$ cat src/rtl/switch_input_conditioner.sv
// Switch front-end: synchronizes the four raw sensor switches and debounces
// them as one vector. A changed vector is committed only after it has held for
// DEBOUNCE_CYCLES cycles, and each commit emits a one-cycle sample_valid strobe.
module switch_input_conditioner #(
  parameter int unsigned DEBOUNCE_CYCLES = 16,
  parameter int unsigned CNT_W           = 16
) (
  input  logic clk,
  input  logic rst_n,
  input  logic sw_raw_1,
  input  logic sw_raw_2,
  input  logic sw_raw_3,
  input  logic sw_raw_4,
  output logic switch_1,
  output logic switch_2,
  output logic switch_3,
  output logic switch_4,
  output logic sample_valid,
  output logic busy
);

  localparam int unsigned VEC_W = 4;
  localparam logic [CNT_W-1:0] CNT_LAST = CNT_W'(DEBOUNCE_CYCLES - 1);

  typedef enum logic {
    ST_IDLE   = 1'b0,
    ST_SETTLE = 1'b1
  } state_t;

  logic [VEC_W-1:0] w_raw;
  logic [VEC_W-1:0] r_sync1;
  logic [VEC_W-1:0] r_sync2;

  state_t           r_state;
  state_t           w_state_nxt;
  logic [VEC_W-1:0] r_q;
  logic [VEC_W-1:0] w_q_nxt;
  logic [VEC_W-1:0] r_cand;
  logic [VEC_W-1:0] w_cand_nxt;
  logic [CNT_W-1:0] r_cnt;
  logic [CNT_W-1:0] w_cnt_nxt;
  logic             r_valid;
  logic             w_valid_nxt;
  logic             r_busy;
  logic             w_busy_nxt;

  // Bit order {1,2,3,4}: switch 1 is the MSB of the vector.
  assign w_raw = {sw_raw_1, sw_raw_2, sw_raw_3, sw_raw_4};

  // Two-flop synchronizer on every raw bit.
  always_ff @(posedge clk or negedge rst_n) begin
    if (!rst_n) begin
      r_sync1 <= '0;
      r_sync2 <= '0;
    end else begin
      r_sync1 <= w_raw;
      r_sync2 <= r_sync1;
    end
  end

  // State register together with the committed vector, candidate and counter.
  always_ff @(posedge clk or negedge rst_n) begin
    if (!rst_n) begin
      r_state <= ST_IDLE;
      r_q     <= '0;
      r_cand  <= '0;
      r_cnt   <= '0;
      r_valid <= 1'b0;
      r_busy  <= 1'b0;
    end else begin
      r_state <= w_state_nxt;
      r_q     <= w_q_nxt;
      r_cand  <= w_cand_nxt;
      r_cnt   <= w_cnt_nxt;
      r_valid <= w_valid_nxt;
      r_busy  <= w_busy_nxt;
    end
  end

  // Next-state logic; in SETTLE a return to the committed value wins first,
  // then a bounce to a new candidate, and only then the commit.
  always_comb begin
    w_state_nxt = r_state;
    w_q_nxt     = r_q;
    w_cand_nxt  = r_cand;
    w_cnt_nxt   = r_cnt;
    w_valid_nxt = 1'b0;

    case (r_state)
      ST_IDLE: begin
        if (r_sync2 != r_q) begin
          w_cand_nxt  = r_sync2;
          w_cnt_nxt   = '0;
          w_state_nxt = ST_SETTLE;
        end
      end
      ST_SETTLE: begin
        if (r_sync2 == r_q) begin
          w_cnt_nxt   = '0;
          w_state_nxt = ST_IDLE;
        end else if (r_sync2 != r_cand) begin
          w_cand_nxt = r_sync2;
          w_cnt_nxt  = '0;
        end else if (r_cnt == CNT_LAST) begin
          w_q_nxt     = r_cand;
          w_valid_nxt = 1'b1;
          w_cnt_nxt   = '0;
          w_state_nxt = ST_IDLE;
        end else begin
          w_cnt_nxt = r_cnt + CNT_W'(1);
        end
      end
      default: begin
        w_state_nxt = ST_IDLE;
      end
    endcase

    w_busy_nxt = (w_state_nxt == ST_SETTLE);
  end

  assign switch_1     = r_q[3];
  assign switch_2     = r_q[2];
  assign switch_3     = r_q[1];
  assign switch_4     = r_q[0];
  assign sample_valid = r_valid;
  assign busy         = r_busy;

endmodule

$ cat config.mk
export PLATFORM = sky130hd
export DESIGN_NAME = switch_input_conditioner
export DESIGN_NICKNAME = d
export VERILOG_FILES = /design/src/rtl/switch_input_conditioner.sv
export SDC_FILE = /design/constraint.sdc
export NUM_CORES = 1
export LEC_CHECK = 0
export CELL_PAD_IN_SITES_DETAIL_PLACEMENT = 0
export CELL_PAD_IN_SITES_GLOBAL_PLACEMENT = 1
export CORE_ASPECT_RATIO = 1.1
export CORE_MARGIN = 5
export CORE_UTILIZATION = 40
export DETAILED_ROUTE_END_ITERATION = 6
export GPL_TIMING_DRIVEN = 0
export PLACE_DENSITY = 0.77
export SYNTH_ARGS = -nofsm -noshare
export SYNTH_HDL_FRONTEND = slang
export SYNTH_SLANG_ARGS = --single-unit
export TNS_END_PERCENT = 5
$ cat constraint.sdc
create_clock -name clk -period 2.16 [get_ports clk]
set_clock_uncertainty 0.2 [all_clocks]
set_input_delay 0.432 -clock clk [delete_from_list [all_inputs] [get_ports clk]]
set_output_delay 0.432 -clock clk [all_outputs]
set_load 0.005 [all_outputs]
Word level (Yosys, flattened, before mapping)
Cells that the tools add are included.
W data, S select, Z words.
{ "op_classes": {"n_reduce_logical": 2, "n_bitwise": 3, "n_eq_ne": 7, "n_addsub": 1, "mux": 18} }
{ "op_table": {"columns": ["cell", "count"], "rows": [
  ["$mux W16", 4],
  ["$pmux W16 S2", 1],
  ["$add A16 B1 Y16 const B", 1],
  ["$eq A16 B4 Y1 const B", 1],
  ["$mux W4", 3],
  ["$mux W1", 8],
  ["$ne A4 B4 Y1", 2],
  ["$pmux W4 S2", 1],
  ["$eq A4 B4 Y1", 1],
  ["$ne A2 B2 Y1 const B", 2],
  ["$reduce_and A4 Y1", 1],
  ["$not A1 Y1", 3],
  ["$reduce_and A3 Y1", 1],
  ["$ne A2 B1 Y1 const B", 1],
  ["$pmux W1 S2", 1]
]} }
{ "word_totals": {"register_bits": 34, "elab_cells": 38, "in_bits": 6} }

Depth between registers and ports, before layout
{ "depth": {"depth_word": 5, "depth_mapped": 8} }

Worst setup path before layout
No wires, ideal clock.
{ "synth_timing": {"path_kind": "register to register", "start": "register r_sync2[1]", "end": "register r_cnt[0]", "slack_ns": 0.115, "required_ns": 1.835, "path_buffers": 2, "period_less_slack_ns": 2.045, "arrival_time_ns": 1.720, "stages_incl_launch_ff": 7, "cell_sequence": "dfrtp_1 xor2_1 nor4_4 and4bb_1 buf_6 buf_6 mux2_2"} }
{ "synth_between": {"elab_chain_len": 4, "elab_cells_between_ends": 7} }
{ "synth_lines": {"columns": ["element", "line", "text"], "rows": [
  ["start, declared", "32", "logic [VEC_W-1:0] r_sync2;"],
  ["start signal, assigned", "57", "r_sync2 <= r_sync1;"],
  ["$ne A4 B4 Y1", "101", "end else if (r_sync2 != r_cand) begin"],
  ["$mux W16", "101", null],
  ["$mux W16", "98", "if (r_sync2 == r_q) begin"],
  ["$pmux W16 S2", "89", "case (r_state)"],
  ["end signal, assigned", "74", "r_cnt <= w_cnt_nxt;"],
  ["end, declared", "40", "logic [CNT_W-1:0] r_cnt;"]
]} }
Parallel ways exist; a longest one is shown, timed or not.
A chain may end at the register's enable or synchronous reset.

Worst setup path in the final report
Ends and elaborated chain as after synthesis.

==> run metrics <==
CTS Sinks=34; total of max-cap violations=0; Initial DRC Count=171; clock root buffer=clkbuf_8; gp weighted congestion=0.852; fraction of power consumed by combinational cells=0.078; Mapped Cells=155; sequential share of power=0.532; # H-tree levels=2; Net count, final=187; DPL Wire Length=2400 microns; chip width=71.4 microns; vias in the first global route=1298; Hold Crit Class=in -> async; largest net degree at the start of global routing=35; leading area contributor after synthesis=dfrtp_1; CTS tree=yes; setup tns final=0 ns; Worst Path Arrival=2.04 ns; CP Capture Type=flop; share of Yosys cell area claimed by the top area cell type=0.513; Max IR drop VDD=0.425 mV; Final ANT Viol Nets=0; post-layout util=0.512; GRT overflow=0; Power Dens Cells=613 nW/um^2; fraction of registers with async set/reset=1.00; Setup Viol. Count Final=0; most used cell, CP=buf_6; placed cell area=1830 sq um; Setup CP Type=reg -> reg; ordered list of cells on the worst path=xor2_1 -> nor4_4 -> and4bb_1 -> buf_6 -> buf_6 -> mux2_2; required time worst endpoint=2.14 ns; cell area after layout=2050 sq um; layout cells sized above 1=0.232; global-route wire length before repair=5950 microns; CP max FO=10; n_diodes=0; dpl ws=-0.110 ns; core area=3990 sq um; fin crit share=0.954; status=finished clean; Internal Power=958 uW; final hold vios=0; Port-buffer cells=11; Vias=1316; min Tclk post-route=2.06 ns; Worst-Margin Slew=0.777 ns; antenna violations before repair=0; Area Overhead vs Synth=23.3%; Syn Std Cell Area=1660 sq um; total track usage=0.137; Clock Tree Buf Depth=2; syn_nets=162; startpoint types=flop; RSZ-0062 raised after global routing=true; I/O Pins=12; fillers=342; drt drc=0; Vias per Instance=5.65; EDFF count, synth=0; WL/cell=15.3 microns; final WL=3570 microns; cts bufs inserted=5; Synth Area per Inst=10.7 sq um; YS warnings=0; top cells by area, synth=dfrtp_1 51%, mux2_2 6.1%, nand3_1 2.7%, xor2_1 2.6%, o21ai_0 2.4%; Cells after DPL=218; clock slew at reported path FFs=0.08 ns; final cell count without fillers=233; Leak Pwr=0.869 nW; fin. max-slew vios=0; fmax=485 MHz; switching portion of total power=0.236; Initial DRT Pass Iterations=4; Seq cells post-synth=34; Die ar.=5540 sq um; Synth Flop Type=dfrtp_1; clock share of power=0.390; synth unique cells=35; Starting Density=0.415; Worst slew margin=0.482; post-route setup slack=0.0984 ns; die height=77.5 microns; Cell Rows=24; worst-skew pair later-pin latency=0.29 ns; NetSw=296 uW; Seq/Total Area, Yosys=0.513; Worst path max stage delay=0.41 ns; slowest CP cell=dfrtp_1
## placed cells by master, fill, tap and decap left out, drive strengths merged
master         count
dfrtp             34
buf               13
clkdlybuf4s50     10
mux2               9
nand2              9
nand3              9
clkbuf             9
o21ai              8
a21oi              7
nor2               7
nand4              6
nor4               6
nor3               6
xor2               5
a31oi              5
inv                4
nand2b             4
and3               4
a22o               4
a21o               3
nor2b              3
and4               2
mux2i              2
nand3b             2
o2111ai            1
a2111oi            1
and4bb             1
and2               1
or2b               1
a41oi              1
nor3b              1
a211o              1
ha                 1
clkinv             1
## state kept, by name, summed over array words and instances (netlist names)
name	cells
busy	1
r_cand	4
r_cnt	16
r_q	4
r_sync1	4
r_sync2	4
sample_valid	1
## cells by family after synthesis
| family | count (synthesis) | synth area share |
|---|---|---|
| flops | 34 | 0.513 |
| xor+xnor | 5 | 0.0264 |
| compound gates | 31 | 0.121 |
| mux | 11 | 0.0732 |
| buf+inv | 11 | 0.0392 |
| simple gates | 62 | 0.220 |
| fa+ha+maj | 1 | 0.00754 |
## Yosys cell counts, drive strengths merged (4+ instances only)
| library cell | n |
|---|---|
| nor4 | 6 |
| nor3 | 6 |
| a31oi | 5 |
| nand2 | 9 |
| dfrtp | 34 |
| mux2 | 9 |
| nor2 | 7 |
| a22o | 4 |
| inv | 4 |
| o21ai | 8 |
| xor2 | 5 |
| buf | 4 |
| nand2b | 4 |
| and3 | 4 |
| nand3 | 9 |
| nand4 | 6 |
| a21oi | 7 |
## worst paths after layout
path                                           start              endpoint  slack, ns  cells after the start
worst max-delay path            r_sync2[1]$_DFF_PN0_  r_cnt[0]$_DFFE_PN0P_        0.1                      6
worst min-delay path                           rst_n  r_cnt[4]$_DFFE_PN0P_      0.004                      1
worst max register to register  r_sync2[1]$_DFF_PN0_  r_cnt[0]$_DFFE_PN0P_        0.1                      6
worst min register to register  r_sync1[1]$_DFF_PN0_  r_sync2[1]$_DFF_PN0_       0.15                      0
max in group asynchronous                      rst_n  r_cnt[8]$_DFFE_PN0P_       1.22                      1
min in group clk                r_sync1[1]$_DFF_PN0_  r_sync2[1]$_DFF_PN0_       0.15                      0
## critical path, delay by kind of cell (launching register included)
kind,cells,cell delay (ns)
and+or+nand+nor,2,0.60
xor gates and xnor gates,1,0.21
buffers and inverters,2,0.29
muxes,1,0.25
DFF,1,0.41
## area by class of cell
type                    count  area [sq um]  area share
multi-input cells         110           811       0.396
well taps                  52          65.1      0.0318
repair buffers             19           163      0.0795
flip-flops and latches     34           852       0.417
inverters                   4          15.0     0.00734
clock buffers               7          86.3      0.0422
plain buffers               6          48.8      0.0239
clock inverters             1          5.00     0.00245
## timing repair
item,in CTS,in global routing
gates cloned,0,1
setup buffers,2,5
resized for setup,5,13
endpoints found under the hold margin,0,0
setup endpoints to repair,20,20
pin swaps,2,5
hold buffers,0,0
## per-layer routing
layer | track usage | wire length [microns]
met1 | 0.151 | 1480
met2 | 0.224 | 1770
met3 | 0.0491 | 252
met4 | 0.0808 | 72
met5 | 0 | 0
## metrics by stage
step	hold slack [ns]	total power, mW
floorplan	-0.0636	0.731
global placement	0.133	0.766
detailed placement	0.137	0.769
CTS	0.0448	1.26
global route	0.0788	1.30
finish	0.00422	1.25
## power groups by stage
| stage | Combinational, mW | Sequential [mW] | Clock [mW] |
|---|---|---|---|
| 5_1_grt | 0.107 | 0.670 | 0.526 |
| 6_report | 0.0975 | 0.668 | 0.489 |
| 2_1_floorplan | 0.0561 | 0.675 | 0 |
| 4_1_cts | 0.0939 | 0.667 | 0.500 |
| 3_3_place_gp | 0.0879 | 0.678 | 0 |
| 3_5_place_dp | 0.0892 | 0.680 | 0 |
Power figures use the tool's default switching activity.
